<file path="src/rtl/note_judge.sv">
// note_judge: judges DFJK key presses against per-lane chart note queues, evaluating every lane once per video frame.
// Latency: a scan takes 3*LANES+1 cycles from the new_frame edge until busy is low again; results register the cycle after each lane's EVAL.
// Backpressure: note_ready drops while note_lane's queue is full, and upstream holds the note; new_frame during a scan is dropped and sets overrun.
//
// Ports: clk/reset_n (async active-low) | clear: synchronous restart
//        new_frame, DFJK, un_time: frame pulse, latched key levels, song time
//        note_valid/note_lane/note_time -> note_ready: note push handshake
//        score, combo, precise, judge_valid: judgement results | busy, overrun: scan status
// Optional: define NOTE_JUDGE_AUTOPLAY_EN to add the autoplay input. It judges every note perfect on its exact frame.

module note_judge_fifo #(
  parameter int W     = 16,
  parameter int DEPTH = 4   // power of 2, >= 2
) (
  input  logic         clk,
  input  logic         reset_n,
  input  logic         clear,
  input  logic         push,
  input  logic [W-1:0] push_dat,
  input  logic         pop,
  output logic [W-1:0] head_dat,
  output logic         full,
  output logic         empty
);
  localparam int AW = $clog2(DEPTH);
  localparam logic [AW:0] PTR_ONE = {{AW{1'b0}}, 1'b1};

  logic [W-1:0] mem_q [DEPTH];
  logic [W-1:0] mem_d [DEPTH];
  logic [AW:0]  wr_ptr_q, wr_ptr_d;
  logic [AW:0]  rd_ptr_q, rd_ptr_d;

  // The extra pointer MSB separates full from empty when the index bits match.
  assign empty    = (wr_ptr_q == rd_ptr_q);
  assign full     = (wr_ptr_q[AW] != rd_ptr_q[AW]) && (wr_ptr_q[AW-1:0] == rd_ptr_q[AW-1:0]);
  assign head_dat = mem_q[rd_ptr_q[AW-1:0]];

  always_comb begin
    mem_d    = mem_q;
    wr_ptr_d = wr_ptr_q;
    rd_ptr_d = rd_ptr_q;
    if (clear) begin
      wr_ptr_d = '0;
      rd_ptr_d = '0;
    end else begin
      if (push && !full) begin
        mem_d[wr_ptr_q[AW-1:0]] = push_dat;
        wr_ptr_d                = wr_ptr_q + PTR_ONE;
      end
      if (pop && !empty) begin
        rd_ptr_d = rd_ptr_q + PTR_ONE;
      end
    end
  end

  always_ff @(posedge clk or negedge reset_n) begin
    if (!reset_n) begin
      wr_ptr_q <= '0;
      rd_ptr_q <= '0;
      for (int i = 0; i < DEPTH; i++) mem_q[i] <= '0;
    end else begin
      wr_ptr_q <= wr_ptr_d;
      rd_ptr_q <= rd_ptr_d;
      mem_q    <= mem_d;
    end
  end
endmodule

module note_judge #(
  parameter int LANES       = 4,
  parameter int TIME_W      = 16,
  parameter int FIFO_DEPTH  = 4,
  parameter int PERFECT_WIN = 2,
  parameter int GOOD_WIN    = 6
) (
  input  logic                     clk,
  input  logic                     reset_n,
  input  logic                     clear,
  input  logic                     new_frame,
  input  logic [LANES-1:0]         DFJK,
  input  logic [TIME_W-1:0]        un_time,
  input  logic                     note_valid,
  input  logic [$clog2(LANES)-1:0] note_lane,
  input  logic [TIME_W-1:0]        note_time,
`ifdef NOTE_JUDGE_AUTOPLAY_EN
  input  logic                     autoplay,
`endif
  output logic                     note_ready,
  output logic [12:0]              score,
  output logic [3:0]               combo,
  output logic [1:0]               precise,
  output logic                     judge_valid,
  output logic                     busy,
  output logic                     overrun
);
  localparam int                LANE_W      = $clog2(LANES);
  localparam logic [LANE_W-1:0] LAST_LANE   = LANE_W'(LANES - 1);
  localparam logic [TIME_W:0]   PERFECT_LIM = (TIME_W + 1)'(PERFECT_WIN);
  localparam logic [TIME_W:0]   GOOD_LIM    = (TIME_W + 1)'(GOOD_WIN);
  localparam logic [12:0]       SCORE_MAX   = 13'h1FFF;
  localparam logic [3:0]        COMBO_MAX   = 4'hF;
  localparam logic [1:0]        J_NONE      = 2'b00;
  localparam logic [1:0]        J_PERFECT   = 2'b01;
  localparam logic [1:0]        J_GOOD      = 2'b10;
  localparam logic [1:0]        J_MISS      = 2'b11;

  typedef enum logic [1:0] {S_IDLE, S_LOAD, S_EVAL, S_NEXT} state_t;

  state_t              state_q, state_d;
  logic [LANE_W-1:0]   lane_q, lane_d;
  logic [LANES-1:0]    press_q, press_d;
  logic [LANES-1:0]    prev_keys_q, prev_keys_d;
  logic [TIME_W-1:0]   head_q, head_d;
  logic                head_empty_q, head_empty_d;
  logic [12:0]         score_q, score_d;
  logic [3:0]          combo_q, combo_d;
  logic [1:0]          precise_q, precise_d;
  logic                judge_vld_q, judge_vld_d;
  logic                overrun_q, overrun_d;

  logic [LANES-1:0]    fifo_push, fifo_pop, fifo_full, fifo_empty;
  logic [TIME_W-1:0]   fifo_head [LANES];

  for (genvar g = 0; g < LANES; g++) begin : g_lane
    assign fifo_push[g] = note_valid && (note_lane == LANE_W'(g));

    note_judge_fifo #(
      .W     (TIME_W),
      .DEPTH (FIFO_DEPTH)
    ) u_fifo (
      .clk      (clk),
      .reset_n  (reset_n),
      .clear    (clear),
      .push     (fifo_push[g]),
      .push_dat (note_time),
      .pop      (fifo_pop[g]),
      .head_dat (fifo_head[g]),
      .full     (fifo_full[g]),
      .empty    (fifo_empty[g])
    );
  end

  assign note_ready  = !fifo_full[note_lane];
  assign score       = score_q;
  assign combo       = combo_q;
  assign precise     = precise_q;
  assign judge_valid = judge_vld_q;
  assign busy        = (state_q != S_IDLE);
  assign overrun     = overrun_q;

  // Judgement datapath for the lane held in head_q; only acted on in EVAL.
  // diff is un_time - head modulo 2^TIME_W; its MSB is the sign, so song-time wrap needs no special handling.
  logic [TIME_W-1:0] diff;
  logic [TIME_W:0]   abs_diff;
  logic              press_eff;
  logic              hit_perfect, hit_good, is_late;
  logic [13:0]       score_sum;

  always_comb begin
    diff      = un_time - head_q;
    abs_diff  = diff[TIME_W-1] ? ({1'b0, ~diff} + (TIME_W + 1)'(1)) : {1'b0, diff};
    press_eff = press_q[lane_q];
`ifdef NOTE_JUDGE_AUTOPLAY_EN
    press_eff = press_eff || (autoplay && (diff == '0));
`endif
    hit_perfect = !head_empty_q && press_eff && (abs_diff <= PERFECT_LIM);
    hit_good    = !head_empty_q && press_eff && !hit_perfect && (abs_diff <= GOOD_LIM);
    // Late only when diff is positive and beyond the good window; early notes simply wait.
    is_late     = !head_empty_q && !hit_perfect && !hit_good && !diff[TIME_W-1] && (abs_diff > GOOD_LIM);
    score_sum   = {1'b0, score_q} + (hit_perfect ? 14'd2 : 14'd1);
  end

  always_comb begin
    state_d      = state_q;
    lane_d       = lane_q;
    press_d      = press_q;
    prev_keys_d  = prev_keys_q;
    head_d       = head_q;
    head_empty_d = head_empty_q;
    score_d      = score_q;
    combo_d      = combo_q;
    precise_d    = precise_q;
    judge_vld_d  = 1'b0;
    overrun_d    = overrun_q;
    fifo_pop     = '0;

    if (clear) begin
      state_d      = S_IDLE;
      lane_d       = '0;
      press_d      = '0;
      prev_keys_d  = '0;
      head_d       = '0;
      head_empty_d = 1'b1;
      score_d      = '0;
      combo_d      = '0;
      precise_d    = J_NONE;
      overrun_d    = 1'b0;
    end else begin
      if (new_frame && (state_q != S_IDLE)) begin
        overrun_d = 1'b1;
      end
      unique case (state_q)
        S_IDLE: begin
          if (new_frame) begin
            state_d     = S_LOAD;
            lane_d      = '0;
            // Rising edges only: a held key never presses twice.
            press_d     = DFJK & ~prev_keys_q;
            prev_keys_d = DFJK;
          end
        end
        S_LOAD: begin
          head_d       = fifo_head[lane_q];
          head_empty_d = fifo_empty[lane_q];
          state_d      = S_EVAL;
        end
        S_EVAL: begin
          if (hit_perfect || hit_good) begin
            fifo_pop[lane_q] = 1'b1;
            judge_vld_d      = 1'b1;
            score_d          = (score_sum > {1'b0, SCORE_MAX}) ? SCORE_MAX : score_sum[12:0];
            combo_d          = (combo_q == COMBO_MAX) ? COMBO_MAX : combo_q + 4'd1;
            precise_d        = hit_perfect ? J_PERFECT : J_GOOD;
          end else if (is_late) begin
            fifo_pop[lane_q] = 1'b1;
            judge_vld_d      = 1'b1;
            combo_d          = '0;
            precise_d        = J_MISS;
          end
          state_d = S_NEXT;
        end
        S_NEXT: begin
          if (lane_q == LAST_LANE) begin
            state_d = S_IDLE;
          end else begin
            lane_d  = lane_q + LANE_W'(1);
            state_d = S_LOAD;
          end
        end
        default: state_d = S_IDLE;
      endcase
    end
  end

  always_ff @(posedge clk or negedge reset_n) begin
    if (!reset_n) begin
      state_q      <= S_IDLE;
      lane_q       <= '0;
      press_q      <= '0;
      prev_keys_q  <= '0;
      head_q       <= '0;
      head_empty_q <= 1'b1;
      score_q      <= '0;
      combo_q      <= '0;
      precise_q    <= J_NONE;
      judge_vld_q  <= 1'b0;
      overrun_q    <= 1'b0;
    end else begin
      state_q      <= state_d;
      lane_q       <= lane_d;
      press_q      <= press_d;
      prev_keys_q  <= prev_keys_d;
      head_q       <= head_d;
      head_empty_q <= head_empty_d;
      score_q      <= score_d;
      combo_q      <= combo_d;
      precise_q    <= precise_d;
      judge_vld_q  <= judge_vld_d;
      overrun_q    <= overrun_d;
    end
  end
endmodule

</file>
<file path="config.mk">
export PLATFORM = sky130hd
export DESIGN_NAME = note_judge
export DESIGN_NICKNAME = d
export VERILOG_FILES = /design/src/rtl/note_judge.sv
export SDC_FILE = /design/constraint.sdc
export NUM_CORES = 1
export LEC_CHECK = 0
export BUFFER_PORTS_ARGS = -buffer_cell sky130_fd_sc_hd__buf_4
export CORE_MARGIN = 2
export CORE_UTILIZATION = 60
export DETAILED_ROUTE_END_ITERATION = 8
export HOLD_SLACK_MARGIN = 0.05
export PLACE_DENSITY = 0.77
export SLEW_MARGIN = 20
export SYNTH_ARGS = -nofsm -noshare
export SYNTH_HDL_FRONTEND = slang
export SYNTH_HIERARCHICAL = 1
export SYNTH_SLANG_ARGS = --single-unit
</file>
<file path="constraint.sdc">
create_clock -name clk -period 11.7 [get_ports clk]
set_input_delay 3.51 -clock clk [delete_from_list [all_inputs] [get_ports clk]]
set_output_delay 3.51 -clock clk [all_outputs]
set_load 0.1 [all_outputs]
</file>
==> flow_summary.yaml, run 1 <==
power:
  irDropWorstVdd_mv: 0.101
  powerDensity_mw_per_mm2: 158
  power_leakage_nw: 9.65
floorplan:
  die_w_microns: 182
  coreArea_sq_mm: 0.0314
  die_h_microns: 182
  dieArea_sq_mm: 0.0331
  floorplan.initialDensity: 0.605
  fp-row-count: 65
  boundaryPins: 66
placed_design:
  dp.final_hpwl_microns: 26700
  numPortBuffers: 65
  gp_congestion: 0.869
  dp.cells: 1824
final_layout:
  drive_gt1_frac: 0.362
  areaGrowthSynthToFinish_pct: 10.2
  layout.nets: 1553
  layoutNonFillerInstCount: 1888
  postLayoutCoreUtil: 0.667
clock_tree:
  postCtsSetupRepairBufs: 0
  clkTransAtPathRegs_ns: 0.06
  cts_tree: "built"
  cts_sinks: 330
  ctsHoldBuffers: 0
  cts-buffers-inserted: 35
  cts_root_buf: "clkbuf_16"
  clk_path_buf_depth: 3
  clk_latency_ns: 0.52
  h-tree-depth: 2
  post_cts_resized: 0
logic_synthesis:
  yosysSeqAreaShare: 0.435
  synth_commonest_cells: "dfrtp_1, mux2_4, mux2_2"
  synth_top_area_frac: 0.433
  netlist_area_sq_mm: 0.0190
  synth_area_leaders: "dfrtp_1, mux2_4, mux4_2"
  synth_cell_types: 87
  synth_edf_count: 0
  synth.most_common_cell: "dfrtp_1"
  async_reset_ff_frac: 1.00
  synth_ff_type: "dfrtp_1"
  yosysTopAreaCell: "dfrtp_1"
  avgSynthCellArea_sq_um: 13.5
  ys_ff_latch: 330
  syn_inst: 1404
  syn_nets: 1498
  ys.warnings.count: 6
sta:
  setup_viol: 0
  tightestPinTransition_ns: 1.05
  slew_headroom: 0.300
  period_needed_ns: 8.61
  slew_viol_final: 0
  hold_viol_final: 0
  fin_crit_sh: 0.736
  finalSetupTns_ns: 0
  worst_clock_skew_ns: 0.0116
  fmax_mhz: 116
  rsz0062_at_grt: "false"
critical_path:
  rrSetupSlack_ns: 5.78
  worstPathCellList: "buf_4 > inv_1 > ha_1 > fa_1 > xor2_1 > nand3_1 > a2111o_1 > and4bb_1 > nor3b_2 > o2111a_1 > o22ai_1 > or2_0 > nor4_1 > inv_1 > ha_1 > a21oi_1 > nor2b_1 > and3_1 > and3_1 > nand2b_1 > a21oi_1 > mux2_1"
  cp-start-kind: "input port"
  cp_top_family: "simple AND/OR/NAND/NOR gates"
  r2r_end: "score[7]$_DFFE_PN0P_"
  slowest_stage: "nor4_1"
  max_stage_delay_ns: 0.70
  worstSetupEndpoint: "score[7]$_DFFE_PN0P_"
  cp_max_fo: 12
  r2r_cells: 20
  reg2reg_from: "head_q[0]$_DFFE_PN0P_"
  crit_type: "input port to flop"
  critPathBufInv: 3
  crit_start: "un_time[0]"
  worst-path-stages: 22
  crit_arrival_ns: 9.02
  cp-end-kind: "flop"
  required_ns: 12.10
drt:
  maxUsedRoutingLayer: "met5"
  wl_met2_microns: 20900
  drtAntennaViolNets: 0
  dr_wl_met3_microns: 2150
  wl_per_cell_microns: 22.7
  detail_route.first_pass.iterations: 5
  drc: 0
  finalWirelength_microns: 42900
  vias: 12100
  first_iter_violations: 877
  viasPerCell: 6.42
  wl_met1_microns: 18700
global_route:
  track_usage: 0.267
  grt_pass1_wl_microns: 70200
  gr-total-overflow: 0
  antenna_found_initial: 3
  grt_max_degree: 90
  grt_pass1_vias: 12800
flow_run:
  max-cap-violations: 0
min_path:
  whs_path_depth: 1
  hp-class: "flop to flop"
status:
  outcome: "complete, no violations"
## where the power goes
part           switching [mW]  leakage, nW  internal [mW]
clock                   0.472        0.601          0.718
combinational           0.397         4.62          0.373
sequential             0.0801         4.43           1.27
## state kept, by name, summed over array words and instances, names as in the netlist
register	cells
g_lane.u_fifo/mem_q	256
head_q	16
score	13
g_lane.u_fifo/rd_ptr_q	12
g_lane.u_fifo/wr_ptr_q	12
combo	4
press_q	4
prev_keys_q	4
lane_q	2
precise	2
state_q	2
head_empty_q	1
judge_valid	1
overrun	1
## worst register-to-register path, delay by kind of cell, from the launching register on
family	cells	cell delay (ns)
mux	1	0.30
compound gates	5	1.07
simple gates	9	2.64
xor+xnor	1	0.41
flops	1	0.40
fa+ha+maj	3	0.89
buf+inv	1	0.11
## per-layer routing
layer / track usage / up-vias
li1: - / 5399
met5: 0 / -
met2: 0.444 / 367
met1: 0.368 / 6254
met4: 0.0748 / 4
met3: 0.0417 / 90
## final cells by class
cell class | instances | area [sq um]
fillers | 2184 | 10500
multi-input cells | 944 | 10000
flip-flops and latches | 330 | 8260
clock buffers | 49 | 1010
repair buffers | 96 | 739
well taps | 402 | 503
clock inverters | 14 | 220
inverters | 52 | 195
diodes | 1 | 2.50
## metrics by stage
stage               hold WS (ns)  cell area [sq um]  power [mW]  setup slack [ns]
floorplan                  0.474              19000        1.93              3.32
global placement           0.479              19700        2.09              2.80
detailed placement         0.487              19700        2.13              2.65
CTS                        0.501              20900        3.32              3.13
global route               0.512              20900        3.45              2.67
finish                     0.501              20900        3.31              3.09
## worst min path at each step
| stage | start | to | slack [ns] |
|---|---|---|---|
| 2_1_floorplan | g_lane[0].u_fifo/mem_q[26]$_DFFE_PN0P_ | g_lane[0].u_fifo/mem_q[26]$_DFFE_PN0P_ | 0.47 |
| 5_1_grt | g_lane[2].u_fifo/mem_q[36]$_DFFE_PN0P_ | g_lane[2].u_fifo/mem_q[36]$_DFFE_PN0P_ | 0.51 |
| 6_report | g_lane[0].u_fifo/mem_q[29]$_DFFE_PN0P_ | g_lane[0].u_fifo/mem_q[29]$_DFFE_PN0P_ | 0.50 |
| 3_5_place_dp | g_lane[0].u_fifo/mem_q[29]$_DFFE_PN0P_ | g_lane[0].u_fifo/mem_q[29]$_DFFE_PN0P_ | 0.49 |
| 4_1_cts | g_lane[2].u_fifo/mem_q[27]$_DFFE_PN0P_ | g_lane[2].u_fifo/mem_q[27]$_DFFE_PN0P_ | 0.50 |
| 3_3_place_gp | overrun$_DFFE_PN0P_ | overrun$_DFFE_PN0P_ | 0.48 |
## placed cells by master (no fill, tap or decap), types with 6 or more instances in the layout
| master | synthesis | final |
|---|---|---|
| nand4_1 | 28 | 28 |
| nor4_1 | 12 | 12 |
| nor3b_1 | 23 | 23 |
| clkbuf_8 | 0 | 8 |
| and2_1 | 7 | 7 |
| or3_1 | 9 | 9 |
| nor3_1 | 21 | 21 |
| o211ai_1 | 9 | 9 |
| clkbuf_16 | 0 | 35 |
| xnor2_1 | 12 | 12 |
| a211oi_1 | 11 | 11 |
| nand2_1 | 36 | 36 |
| dfrtp_1 | 329 | 329 |
| nor2b_1 | 25 | 25 |
| nor2_1 | 55 | 55 |
| mux4_2 | 83 | 83 |
| mux2i_1 | 21 | 21 |
| inv_1 | 52 | 52 |
| a22oi_1 | 8 | 8 |
| xor2_1 | 11 | 11 |
| buf_4 | 2 | 92 |
| clkbuf_1 | 24 | 6 |
| mux2_4 | 160 | 160 |
| a21oi_1 | 49 | 49 |
| o21ai_0 | 32 | 32 |
| nand3_1 | 31 | 31 |
| nand2b_1 | 7 | 7 |
| mux2_2 | 96 | 96 |
| o211a_1 | 6 | 6 |
| a31oi_1 | 13 | 13 |
| a21o_1 | 11 | 11 |
| ha_1 | 49 | 49 |
| and3_1 | 15 | 15 |
| o311ai_4 | 16 | 16 |
## cells by family (layout without fill, tap and decap cells)
| kind of cell | after synthesis | in the layout | share of synthesized area |
|---|---|---|---|
| AO/OA/AOI/OAI | 199 | 199 | 0.0870 |
| XOR/XNOR | 35 | 35 | 0.0232 |
| adder cells (fa/ha/maj) | 51 | 51 | 0.0344 |
| buffers and inverters | 130 | 211 | 0.0388 |
| flip-flops | 330 | 330 | 0.435 |
| multiplexers | 361 | 361 | 0.293 |
| other | 0 | 1 | 0 |
| AND/OR/NAND/NOR | 298 | 298 | 0.0888 |
(Power assumes the default switching activity.)
==> run 2, diff against run 1 <==
- ABC_AREA: default -> 1
- CORE_UTILIZATION: 60 -> 57
- clock period: 11.7 -> 7.19 ns (I/O delays scaled with it)
==> run 2 against run 1 <==
  * Clock skew grew 0.0063 ns
  * Worst hold slack got worse by 0.028 ns
  * Final cell count rose by 50%
  * Area after synthesis is 5.0% lower
==> flow_summary.yaml, run 2 <==
final_layout:
  layoutNonFillerInstCount: 2837
  multiInputGateArea_sq_mm: 0.00864
  final_cell_area_sq_mm: 0.0198
  layout.nets: 2505
  register_area_sq_mm: 0.00826
  areaGrowthSynthToFinish_pct: 9.68
  regMostFlops: "g_lane.u_fifo/mem_q"
  largest_register_ff_count: 256
  drive_gt1_frac: 0.0867
  final_cell_mix: "nand2_1, dfrtp_1, nor2_1"
  postLayoutCoreUtil: 0.630
  nFillCells: 2736
  layout_commonest_cell: "nand2_1"
sta:
  hold_viol_final: 0
  worst_clock_skew_ns: 0.0178
  finalSetupTns_ns: 0
  tightestPinTransition_ns: 1.13
  period_needed_ns: 6.16
  rsz0062_at_grt: "false"
  slew_viol_final: 0
  fin_crit_sh: 0.857
  setup_viol: 0
  slew_headroom: 0.242
  fmax_mhz: 162
logic_synthesis:
  ys_ff_latch: 330
  avgSynthCellArea_sq_um: 7.53
  ys.warnings.count: 6
  synth_ff_type: "dfrtp_1"
  synth_area_leaders: "dfrtp_1, nand2_1, o21ai_0"
  async_reset_ff_frac: 1.00
  synth.most_common_cell: "nand2_1"
  synth_commonest_cells: "nand2_1, dfrtp_1, nor2_1"
  syn_inst: 2397
  synth_top_area_frac: 0.456
  yosysSeqAreaShare: 0.458
  synth_cell_types: 44
  syn_nets: 2491
  yosysTopAreaCell: "dfrtp_1"
  synth_edf_count: 0
  netlist_area_sq_mm: 0.0180
critical_path:
  cp-end-kind: "flop"
  reg2reg_from: "head_q[0]$_DFFE_PN0P_"
  slowest_stage: "fa_1"
  cp_max_fo: 6
  path_common_cell: "nor2_1"
  max_stage_delay_ns: 0.56
  required_ns: 7.64
  crit_arrival_ns: 6.62
  cp-start-kind: "input port"
  crit_start: "un_time[0]"
  crit_type: "input port to flop"
flow_run:
  max-cap-violations: 0
drt:
  drtAntennaViolNets: 0
  finalWirelength_microns: 51500
  drc: 0
  detail_route.first_pass.iterations: 5
  viasPerCell: 5.78
  wl_per_cell_microns: 18.2
  vias: 16400
  first_iter_violations: 1605
clock_tree:
  cts_tree: "built"
  cts_sinks: 330
  cts-buffers-inserted: 37
  clk_path_buf_depth: 3
  cts_root_buf: "clkbuf_16"
  post_cts_resized: 0
  clkTransAtPathRegs_ns: 0.05
  clk_latency_ns: 0.52
  ctsHoldBuffers: 0
  h-tree-depth: 2
  postCtsSetupRepairBufs: 0
min_path:
  min_from: "g_lane[2].u_fifo/mem_q[26]$_DFFE_PN0P_"
  hp-class: "flop to flop"
power:
  powerDensity_mw_per_mm2: 265
  p_clk_frac: 0.350
  p_sw_mw: 1.71
  swShare: 0.325
  internal_power_mw: 3.55
  seq_power_share: 0.412
  combPwrFrac: 0.239
  irDropWorstVdd_mv: 0.179
  power_leakage_nw: 10.8
placed_design:
  dp.final_hpwl_microns: 33000
  dpl_cell_area_sq_mm: 0.0186
  numPortBuffers: 65
  dp.cells: 2774
  gp_congestion: 0.874
floorplan:
  dieArea_sq_mm: 0.0331
  die_w_microns: 182
  die_h_microns: 182
  coreArea_sq_mm: 0.0314
  floorplan.initialDensity: 0.575
  fp-row-count: 65
  boundaryPins: 66
status:
  outcome: "complete, no violations"
global_route:
  antenna_found_initial: 1
  grt_max_degree: 120
  grt_pass1_wl_microns: 82400
  grt_pass1_vias: 15300
  gr-total-overflow: 0
  track_usage: 0.314
run 2: changes by cell type after synthesis, moves of 25 or more:
cell,before,now
nand2_1,36,977
o22ai_1,1,86
mux2_4,160,0
clkbuf_1,24,52
o21ai_0,32,200
mux4_2,83,0
nand3_1,31,93
mux2_2,96,0
nor2_1,55,210
inv_1,52,164
nor2b_1,25,0
run 2: cell families after synthesis:
family | after synthesis | share of synthesized area
buffers and inverters | 272 | 0.0636
AOI/OAI and AO/OA | 338 | 0.104
adders and majority gates | 51 | 0.0362
xor gates and xnor gates | 22 | 0.0123
and+or+nand+nor | 1384 | 0.326
DFF | 330 | 0.458
run 2: layout make-up:
| class | count | share of cell area |
|---|---|---|
| Antenna cell | 1 | 0.000126 |
| Timing Repair Buffer | 75 | 0.0295 |
| Clock inverter | 6 | 0.00443 |
| Inverter | 172 | 0.0326 |
| Clock buffer | 56 | 0.0539 |
| Sequential cell | 330 | 0.417 |
| Tap cell | 402 | 0.0254 |
| Multi-Input combinational cell | 1795 | 0.437 |
run 2: through the flow:
step / hold slack, ns / power, mW / setup WS, ns
floorplan: 0.444 / 3.05 / 1.26
global placement: 0.456 / 3.39 / 0.802
detailed placement: 0.460 / 3.42 / 0.616
CTS: 0.472 / 5.26 / 1.11
global route: 0.487 / 5.54 / 0.480
finish: 0.472 / 5.25 / 1.03
run 2: metal layers:
metal,vias to the layer above,track usage,share of wire
li1,7709,-,-
met1,7850,0.440,0.41
met2,710,0.482,0.45
met3,134,0.0505,0.087
met4,0,0.147,0.049
met5,-,0,0
run 2: worst max-delay path, delay by kind of cell:
family	cells	cell delay [ns]
and+or+nand+nor	16	2.46
adders and majority gates	4	1.10
buffers and inverters	6	0.68
AOI/OAI and AO/OA	3	0.20
run 2: final timing paths:
kind / to / slack, ns / cells after the start
max in group asynchronous: g_lane[3].u_fifo/mem_q[30]$_DFFE_PN0P_ / 4.22 / 2
worst max register to register: score[11]$_DFFE_PN0P_ / 2.36 / 27
worst min register to register: g_lane[2].u_fifo/mem_q[26]$_DFFE_PN0P_ / 0.47 / 2
min in group asynchronous: g_lane[3].u_fifo/mem_q[39]$_DFFE_PN0P_ / 1.68 / 1
worst max-delay path: score[11]$_DFFE_PN0P_ / 1.03 / 29
worst min-delay path: g_lane[2].u_fifo/mem_q[26]$_DFFE_PN0P_ / 0.47 / 2
run 2: power by group through the flow:
stage / Clock [mW] / Sequential (mW) / Combinational, mW
finish: 1.84 / 2.16 / 1.25
global route: 1.94 / 2.18 / 1.42
CTS: 1.86 / 2.16 / 1.24
detailed placement: 0 / 2.19 / 1.23
global placement: 0 / 2.18 / 1.20
floorplan: 0 / 2.18 / 0.868
